[config.mk]
export PLATFORM = sky130hd
export DESIGN_NAME = spi_master
export DESIGN_NICKNAME = d
export VERILOG_FILES = /design/src/rtl/spi_pkg.sv /design/src/rtl/spi_master.sv
export SDC_FILE = /design/constraint.sdc
export NUM_CORES = 1
export LEC_CHECK = 0
export ABC_AREA = 1
export CAP_MARGIN = 20
export CORE_AREA = 5 5 93 78
export DETAILED_ROUTE_END_ITERATION = 10
export DIE_AREA = 0 0 98 83
export GPL_ROUTABILITY_DRIVEN = 0
export GPL_TIMING_DRIVEN = 0
export PLACE_DENSITY_LB_ADDON = 0.3
export SYNTH_ARGS = -nofsm -noshare
export SYNTH_HDL_FRONTEND = slang
export SYNTH_SLANG_ARGS = --single-unit
[constraint.sdc]
create_clock -name clk -period 6.7 [get_ports clk]
set_clock_uncertainty 0.1 [all_clocks]
set_input_delay 1.005 -clock clk [delete_from_list [all_inputs] [get_ports clk]]
set_output_delay 1.005 -clock clk [all_outputs]
set_load 0.01 [all_outputs]
[src/rtl/spi_pkg.sv]
// Shared SPI definitions: frame states, command opcodes and frame geometry.
package spi_pkg;

  localparam int unsigned CMD_BITS   = 10;
  localparam int unsigned DATA_BITS  = 8;
  localparam int unsigned CMD_CYCLES = 2;
  localparam int unsigned CNT_W      = 4;

  localparam logic [1:0] OP_WR_ADDR = 2'b00;
  localparam logic [1:0] OP_WR_DATA = 2'b01;
  localparam logic [1:0] OP_RD_ADDR = 2'b10;
  localparam logic [1:0] OP_RD_DATA = 2'b11;

  typedef enum logic [2:0] {
    IDLE  = 3'd0,
    CMD   = 3'd1,
    SHIFT = 3'd2,
    TAIL  = 3'd3,
    TURN  = 3'd4,
    RECV  = 3'd5,
    END   = 3'd6
  } spi_state_e;

  // Opcode field of a command word.
  function automatic logic [1:0] cmd_opcode(input logic [CMD_BITS-1:0] word);
    return word[CMD_BITS-1 -: 2];
  endfunction

endpackage

[src/rtl/spi_master.sv]
// SPI initiator: frames a 10-bit command on SS_n, shifts it out MSB-first on
// MOSI and, for rd-data commands, captures an 8-bit reply from MISO.
module spi_master
  import spi_pkg::*;
#(
  parameter int unsigned RD_TURN = 2
) (
  input  logic       clk,
  input  logic       rst_n,
  input  logic       start,
  input  logic [9:0] tx_word,
  output logic       busy,
  output logic       done,
  output logic [7:0] rd_data,
  output logic       rd_valid,
  output logic       SS_n,
  output logic       MOSI,
  input  logic       MISO
);

  spi_state_e            state_q, state_d;
  logic [CNT_W-1:0]      cnt_q, cnt_d;
  logic [CMD_BITS-1:0]   word_q, word_d;
  logic [DATA_BITS-1:0]  shadow_q, shadow_d;
  logic [DATA_BITS-1:0]  rd_data_q, rd_data_d;
  logic                  ss_n_q, ss_n_d;
  logic                  mosi_q, mosi_d;
  logic                  busy_q, busy_d;
  logic                  done_q, done_d;
  logic                  rd_valid_q, rd_valid_d;
  logic [CNT_W-1:0]      cnt_dec;
  logic                  is_rd_data;

  // Saturating decrement shared by every counted state.
  assign cnt_dec    = (cnt_q == '0) ? '0 : cnt_q - CNT_W'(1);
  assign is_rd_data = (cmd_opcode(word_q) == OP_RD_DATA);

  // Next-state, shift paths and registered-output values (derived from next state).
  always_comb begin
    state_d    = state_q;
    cnt_d      = cnt_q;
    word_d     = word_q;
    shadow_d   = shadow_q;
    rd_data_d  = rd_data_q;
    ss_n_d     = 1'b1;
    mosi_d     = 1'b0;
    busy_d     = 1'b0;
    done_d     = 1'b0;
    rd_valid_d = 1'b0;

    case (state_q)
      IDLE: begin
        if (start) begin
          state_d = CMD;
          cnt_d   = CNT_W'(CMD_CYCLES - 1);
          word_d  = tx_word;
        end
      end
      CMD: begin
        if (cnt_q == '0) begin
          state_d = SHIFT;
          cnt_d   = CNT_W'(CMD_BITS - 1);
        end else begin
          cnt_d = cnt_dec;
        end
      end
      SHIFT: begin
        if (cnt_q == '0) begin
          if (is_rd_data) begin
            state_d = TURN;
            cnt_d   = CNT_W'(RD_TURN - 1);
          end else begin
            state_d = TAIL;
          end
        end else begin
          cnt_d = cnt_dec;
        end
      end
      TAIL: begin
        state_d = END;
      end
      TURN: begin
        // The edge closing TURN takes the first (MSB) reply sample.
        if (cnt_q == '0) begin
          state_d  = RECV;
          cnt_d    = CNT_W'(DATA_BITS - 1);
          shadow_d = {shadow_q[DATA_BITS-2:0], MISO};
        end else begin
          cnt_d = cnt_dec;
        end
      end
      RECV: begin
        if (cnt_q == '0) begin
          state_d   = END;
          rd_data_d = shadow_q;
        end else begin
          cnt_d    = cnt_dec;
          shadow_d = {shadow_q[DATA_BITS-2:0], MISO};
        end
      end
      END: begin
        state_d = IDLE;
      end
      default: begin
        state_d = IDLE;
      end
    endcase

    ss_n_d     = (state_d == IDLE) || (state_d == END);
    busy_d     = (state_d != IDLE);
    done_d     = (state_d == END);
    rd_valid_d = (state_d == END) && is_rd_data;

    case (state_d)
      CMD:     mosi_d = word_d[CMD_BITS-1];
      SHIFT:   mosi_d = word_d[cnt_d];
      default: mosi_d = 1'b0;
    endcase
  end

  // State, shift registers and output flops.
  always_ff @(posedge clk or negedge rst_n) begin
    if (!rst_n) begin
      state_q    <= IDLE;
      cnt_q      <= '0;
      word_q     <= '0;
      shadow_q   <= '0;
      rd_data_q  <= '0;
      ss_n_q     <= 1'b1;
      mosi_q     <= 1'b0;
      busy_q     <= 1'b0;
      done_q     <= 1'b0;
      rd_valid_q <= 1'b0;
    end else begin
      state_q    <= state_d;
      cnt_q      <= cnt_d;
      word_q     <= word_d;
      shadow_q   <= shadow_d;
      rd_data_q  <= rd_data_d;
      ss_n_q     <= ss_n_d;
      mosi_q     <= mosi_d;
      busy_q     <= busy_d;
      done_q     <= done_d;
      rd_valid_q <= rd_valid_d;
    end
  end

  assign SS_n     = ss_n_q;
  assign MOSI     = mosi_q;
  assign busy     = busy_q;
  assign done     = done_q;
  assign rd_data  = rd_data_q;
  assign rd_valid = rd_valid_q;

`ifdef SIM
  // Framing invariants.
  a_ss_n_frame: assert property (@(posedge clk) disable iff (!rst_n)
    ss_n_q == ((state_q == IDLE) || (state_q == END)));
  a_done_idle: assert property (@(posedge clk) disable iff (!rst_n)
    done_q |=> (state_q == IDLE));
  a_rdv_done: assert property (@(posedge clk) disable iff (!rst_n)
    rd_valid_q |-> done_q);
  a_idle_busy: assert property (@(posedge clk) disable iff (!rst_n)
    (state_q == IDLE) |-> !busy_q);
`endif

endmodule

==> key figures, run 1 <==
Status
  • Outcome: finished, final reports clean

Power and ir drop
  • Tot Pwr: 1.12 mW
  • Leakage power: 1.12 nW
  • VDD IR max: 179 uV
  • Cell Pwr Density: 468 nW/um2

Final layout
  • Fin nets: 282
  • ANT cells: 0
  • Ratio of cells with drive above 1 in the final layout: 10.9%
  • Area growth, synth to finish: 25.0%
  • Utilization after layout: 38.4%
  • Fill cell count: 620

Global routing
  • GRT overflow: 0
  • First-pass GRT wire length: 7.04 mm
  • GRT Util Overall: 10.7%
  • Vias in the first global route: 1510
  • Largest net degree at the start of global routing: 39
  • Initial antenna violation count: 0

Logic synthesis
  • Syn Nets: 249
  • Yosys warns: 0
  • Ranking of synthesized cells by area: dfrtp_1, nand2_1, inv_1
  • Synth Instances: 233
  • Asr flop ratio synth: 100%
  • Synthesized flop and latch total: 38
  • Post-synthesis cell type count: 31
  • Synth top area share: 48.5%
  • Synth Cell Area: 1910 um2
  • Most common cell in the netlist: nand2_1
  • Sequential share of the synthesized area: 49.9%
  • EDFF count, synth: 0
  • Main synth FF type: dfrtp_1
  • Post-Syn Area per Cell: 8.19 um2
  • Synth cell count leaders: nand2_1, dfrtp_1, inv_1
  • Largest area contributor in the netlist: dfrtp_1

Placed design
  • Post-Place Setup Slack: 3.82 ns
  • Port bufs: 26
  • HPWL Detailed: 3.01 mm

Timing
  • Final Critical Period: 2.57 ns
  • Fin crit share: 38.4%
  • Slew @ Worst Pin: 0.822 ns
  • Rel. slew slack: 45.2%
  • Final worst slack: 4.13 ns
  • Fmax: 389 MHz
  • Final Hold Viols: 0
  • Final setup vio count: 0
  • Setup TNS: 0 ns
  • Pins Over Slew Limit: 0
  • Unrepaired setup endpoints after global routing: no

Clocking
  • Worst skew pair latency: 0.29 ns
  • CTS Sinks: 38
  • CTS Buf Count: 5
  • Post-CTS Resized: 0
  • Post-CTS Repair Setup Buffers: 0
  • CTS tree: done
  • Clock Path Buffers: 2
  • CTS root buffer: clkbuf_8
  • Hold buffers post-CTS: 0
  • Reg clk slew, reported paths: 0.08 ns
  • CTS H-Tree Depth: 2

Worst setup path
  • Crit Path Max Fanout: 10
  • Crit. End Element: flip-flop
  • Worst reg2reg path depth: 15
  • Arrival time at the worst endpoint: 2.66 ns
  • CP Launch Type: input pin
  • Worst endpoint required time: 6.79 ns
  • Crit Path Category: input pin to flip-flop

Job
  • Max Cap Viol: 0

Floorplanning
  • Die height: 83 um
  • Die width: 98 um
  • CORE AREA: 6210 um2
  • Initial core utilization: 30.7%
  • Die Area: 8130 um2
  • Num rows: 26
  • # IOs: 27

Route
  • Total wire length: 4.05 mm
  • DR WL/cell: 11.5 um
  • Via/cell ratio: 4.43
  • Initial DRC Count: 112
  • Via count: 1556
  • # DRC: 0
  • Final ANT Viol Nets: 0
  • DR pass1 iterations: 4

Hold path
  • WHS Path Cells: 2
  • HP Class: flip-flop to flip-flop
[report_power, final]
group	internal (mW)	switching, mW	total [mW]
Clock	0.121	0.0814	0.203
Sequential	0.311	0.0423	0.354
Combinational	0.209	0.352	0.561
[registers in the layout, summed over array words and instances (netlist names)]
register	cells
busy	1
SS_n	1
rd_data	8
rd_valid	1
shadow_q	8
cnt_q	4
done	1
MOSI	1
word_q	10
state_q	3
[cells in the final DEF (no fill, tap or decap), types with 3 or more instances in the layout]
cell	count
nand3_1	12
o21ai_1	13
or2_1	4
o21ai_0	20
nand4_1	7
nor3_1	3
nor2_1	19
dfrtp_1	37
inv_2	4
nand3_2	3
clkdlybuf4s50_1	25
nand2_1	54
clkbuf_8	6
inv_1	33
[worst max-delay path, stage by stage]
cell,delay (ns)
clkdlybuf4s50_1,0.55
nand3_2,0.14
buf_4,0.21
o21ai_1,0.19
nand4_1,0.12
nand3_1,0.10
nand3_1,0.09
nand3_1,0.09
nand2_1,0.06
nand2_1,0.05
nand2_1,0.05
[routing by layer]
metal | global-route usage, % | routed length [um] | up-vias
met1 | 14.7 | 2120 | 709
li1 | - | - | 815
met3 | 3.52 | 172 | 6
met4 | 3.77 | 59 | 0
met2 | 15.5 | 1700 | 26
met5 | 0 | 0 | -
[final cells by class]
type | instances | area [um2] | area share (%)
repair buffers | 26 | 255 | 10.7
multi-input cells | 153 | 785 | 32.9
plain buffers | 4 | 27.5 | 1.15
well taps | 84 | 105 | 4.40
clock inverters | 1 | 30.0 | 1.26
flip-flops and latches | 38 | 952 | 39.9
inverters | 38 | 145 | 6.08
clock buffers | 7 | 86.3 | 3.62
[through the flow]
| step | hold WS (ns) | instances | area (um2) |
|---|---|---|---|
| after floorplan | 0.347 | 233 | 1910 |
| after CTS | 0.388 | 351 | 2390 |
| after detailed placement | 0.368 | 343 | 2270 |
| after global placement | 0.363 | 343 | 2270 |
| final | 0.387 | 351 | 2390 |
| after global routing | 0.403 | 351 | 2390 |
[path summary, 6_finish.rpt]
kind / from / end / slack, ns
max in group asynchronous: rst_n / state_q[1]$_DFF_PN0_ / 5.27
max reg2reg: cnt_q[0]$_DFF_PN0_ / MOSI$_DFF_PN0_ / 4.16
min: word_q[7]$_DFF_PN0_ / word_q[7]$_DFF_PN0_ / 0.39
min reg2reg: word_q[7]$_DFF_PN0_ / word_q[7]$_DFF_PN0_ / 0.39
max: start / MOSI$_DFF_PN0_ / 4.13
min in group asynchronous: rst_n / cnt_q[1]$_DFF_PN0_ / 0.71
[kinds of logic after synthesis]
group,share of synthesized area [%]
AO/OA/AOI/OAI,13.0
XOR/XNOR,0.459
adder cells (fa/ha/maj),1.31
buffers and inverters,9.04
flip-flops,49.9
AND/OR/NAND/NOR,26.3
Power figures use the tool's default switching activity.
==> run 2: changes to the inputs <==
==> constraint.sdc (replaced) <==
create_clock -name clk -period 2.4 [get_ports clk]
set_clock_uncertainty 0.1 [all_clocks]
set_input_delay 0.36 -clock clk [delete_from_list [all_inputs] [get_ports clk]]
set_output_delay 0.36 -clock clk [all_outputs]
set_load 0.01 [all_outputs]
==> run 2 against run 1 <==
First-iteration DRC count fell by 26%. Core utilization up 1.4 points. Critical path depth up 4. Via count rose by 4.2%. Worst setup slack got worse by 4.0 ns. Final area increased by 3.7%. Power increased to 3.0 times the previous value. Register-to-register slack lost 4.0 ns. Global-route usage up 0.088 points. Sequential power rose to 2.8 times the previous value. Critical endpoint unchanged. Highest routed layer unchanged.
==> key figures, run 2 (synthesis gave the netlist of run 1 again) <==
Status
  • Outcome: finished, final reports clean

Clocking
  • Worst skew pair latency: 0.29 ns (about the same)
  • CTS Sinks: 38 (unchanged)
  • CTS root buffer: clkbuf_8
  • Hold buffers post-CTS: 0 (unchanged)
  • CTS H-Tree Depth: 2 (unchanged)
  • CTS Buf Count: 5 (unchanged)
  • CTS tree: done
  • Clock Path Buffers: 2 (unchanged)
  • Reg clk slew, reported paths: 0.08 ns (about the same)

Power and ir drop
  • Leakage power: 1.15 nW (+2.9%)
  • VDD IR max: 497 uV (+180%)
  • Cell Pwr Density: 1340 nW/um2 (+190%)

Route
  • DR pass1 iterations: 4 (unchanged)
  • Final ANT Viol Nets: 0 (unchanged)
  • DR WL/cell: 11.9 um (+2.7%)
  • Initial DRC Count: 83 (-26%)
  • Total wire length: 4.24 mm (+4.7%)
  • Via count: 1622 (+4.2%)
  • Via/cell ratio: 4.53 (+2.2%)
  • # DRC: 0 (unchanged)

Global routing
  • GRT overflow: 0 (unchanged)
  • Initial antenna violation count: 0 (unchanged)
  • GRT Util Overall: 10.8% (+0.088 points)
  • First-pass GRT wire length: 7.11 mm (+0.98%)
  • Largest net degree at the start of global routing: 39 (unchanged)
  • Vias in the first global route: 1527 (+1.1%)

Timing
  • Rel. slew slack: 45.3% (+0.092 points)
  • Slew @ Worst Pin: 0.821 ns (-0.00138 ns)
  • Fin crit share: 93.4%
  • Fmax: 446 MHz
  • Final worst slack: 0.158 ns (-3.97 ns)
  • Unrepaired setup endpoints after global routing: no
  • Hold slack: 0.0631 ns (-0.324 ns)
  • Final Hold Viols: 0 (unchanged)
  • Final setup vio count: 0 (unchanged)
  • Final Critical Period: 2.24 ns
  • Pins Over Slew Limit: 0 (unchanged)

Worst setup path
  • CP Launch Type: flip-flop
  • Crit. End Element: flip-flop
  • Worst endpoint required time: 2.49 ns (-4.30 ns)
  • R2r endpoint: MOSI$_DFF_PN0_
  • R2R Setup Slk: 0.16 ns (-4.00 ns)
  • R2r startpoint: cnt_q[0]$_DFF_PN0_
  • Arrival time at the worst endpoint: 2.33 ns (-0.33 ns)
  • Crit Path Category: flip-flop to flip-flop
  • Worst reg2reg path depth: 15 (unchanged)
  • Crit Path Max Fanout: 6 (-4)

Placed design
  • HPWL Detailed: 3.01 mm (unchanged)
  • Post-Place Setup Slack: -0.135 ns (-3.95 ns)
  • Port bufs: 26 (unchanged)

Floorplanning
  • Die height: 83 um (unchanged)
  • # IOs: 27 (unchanged)
  • Die Area: 8130 um2 (unchanged)
  • Initial core utilization: 30.7% (unchanged)
  • Die width: 98 um (unchanged)
  • Num rows: 26 (unchanged)
  • CORE AREA: 6210 um2 (unchanged)

Final layout
  • Ratio of cells with drive above 1 in the final layout: 15.0% (+4.1 points)
  • Leading cell type in the layout, fill and taps excluded: nand2_1
  • Fin nets: 289 (+2.5%)
  • Largest register FFs: 10 (unchanged)
  • Area growth, synth to finish: 29.6%
  • Register with the most flip-flops: word_q
  • Most frequent cells in the layout: nand2_1, dfrtp_1, inv_1, clkdlybuf4s50_1, o21ai_0
  • ANT cells: 0 (unchanged)

Job
  • Max Cap Viol: 0 (unchanged)

Hold path
  • HP Class: input pin to asynchronous set/reset pin
-- run 2: power breakdown --
group	leakage, nW	switching, mW	internal, mW
sequential	0.480	0.111	0.869
clock	0.0585	0.227	0.339
combinational	0.613	1.05	0.705
total	1.15	1.39	1.91
-- run 2: metal layers --
layer | vias up | routed length, um | track usage [%]
li1 | 832 | - | -
met1 | 740 | 2060 | 14.9
met2 | 42 | 1870 | 15.6
met3 | 8 | 235 | 3.52
met4 | 0 | 77 | 3.77
met5 | - | 0 | 0
-- run 2: worst max path at each step --
stage | startpoint | endpoint | slack (ns) | cells past startpoint
global route | cnt_q[0]$_DFF_PN0_ | MOSI$_DFF_PN0_ | 0.01 | 15
CTS | cnt_q[1]$_DFF_PN0_ | MOSI$_DFF_PN0_ | 0.007 | 15
global placement | cnt_q[0]$_DFF_PN0_ | MOSI$_DFF_PN0_ | -0.13 | 15
detailed placement | cnt_q[0]$_DFF_PN0_ | MOSI$_DFF_PN0_ | -0.14 | 15
floorplan | cnt_q[0]$_DFF_PN0_ | MOSI$_DFF_PN0_ | 0.23 | 15
finish | cnt_q[0]$_DFF_PN0_ | MOSI$_DFF_PN0_ | 0.16 | 15
-- run 2: timing repair --
action,4_1_cts,5_1_grt
setup endpoints to repair,1,1
setup buffers,1,6
gates resized for setup,2,5
pin swaps,0,2
-- run 2: layout make-up --
class	instances	area [um2]
inverter	38	145
buffer	4	27.5
clock inverter	1	30.0
tap	84	105
sequential	38	952
fill	613	3740
clock buffer	7	86.3
timing repair buffer	33	308
multi-input combinational	153	820
-- run 2: critical path, cell delays in order (launching register included) --
cell	delay [ns]
dfrtp_1	0.40
inv_2	0.11
ha_4	0.18
nand3_4	0.12
ha_4	0.23
nand4_1	0.08
nand2_1	0.09
a21oi_4	0.21
buf_4	0.15
nand4_1	0.06
nand3_1	0.09
nand3_1	0.08
nand3_1	0.09
nand2_1	0.06
nand2_1	0.05
nand2_1	0.05
-- run 2: per-stage QoR --
step	instance area [um2]	utilization, %	total power [mW]	cells	TNS (ns)
after floorplan	1910	-	2.16	233	0
after global placement	2270	36.6	2.55	343	-1.50
after detailed placement	2270	36.5	2.57	343	-0.135
after CTS	2400	38.7	3.18	352	0
after global routing	2470	39.8	3.62	358	0
final	2470	39.8	3.30	358	0
==> run 3: changes to the inputs <==
--- a/config.mk
+++ b/config.mk
@@ -6,7 +6,7 @@
 export NUM_CORES = 1
 export LEC_CHECK = 0
 export ABC_AREA = 1
-export CAP_MARGIN = 20
+export CAP_MARGIN = 5
 export CORE_AREA = 5 5 93 78
 export DETAILED_ROUTE_END_ITERATION = 10
 export DIE_AREA = 0 0 98 83
==> results of run 3 <==
Same layout as run 2: the final DEF is identical, and so are final timing and power.
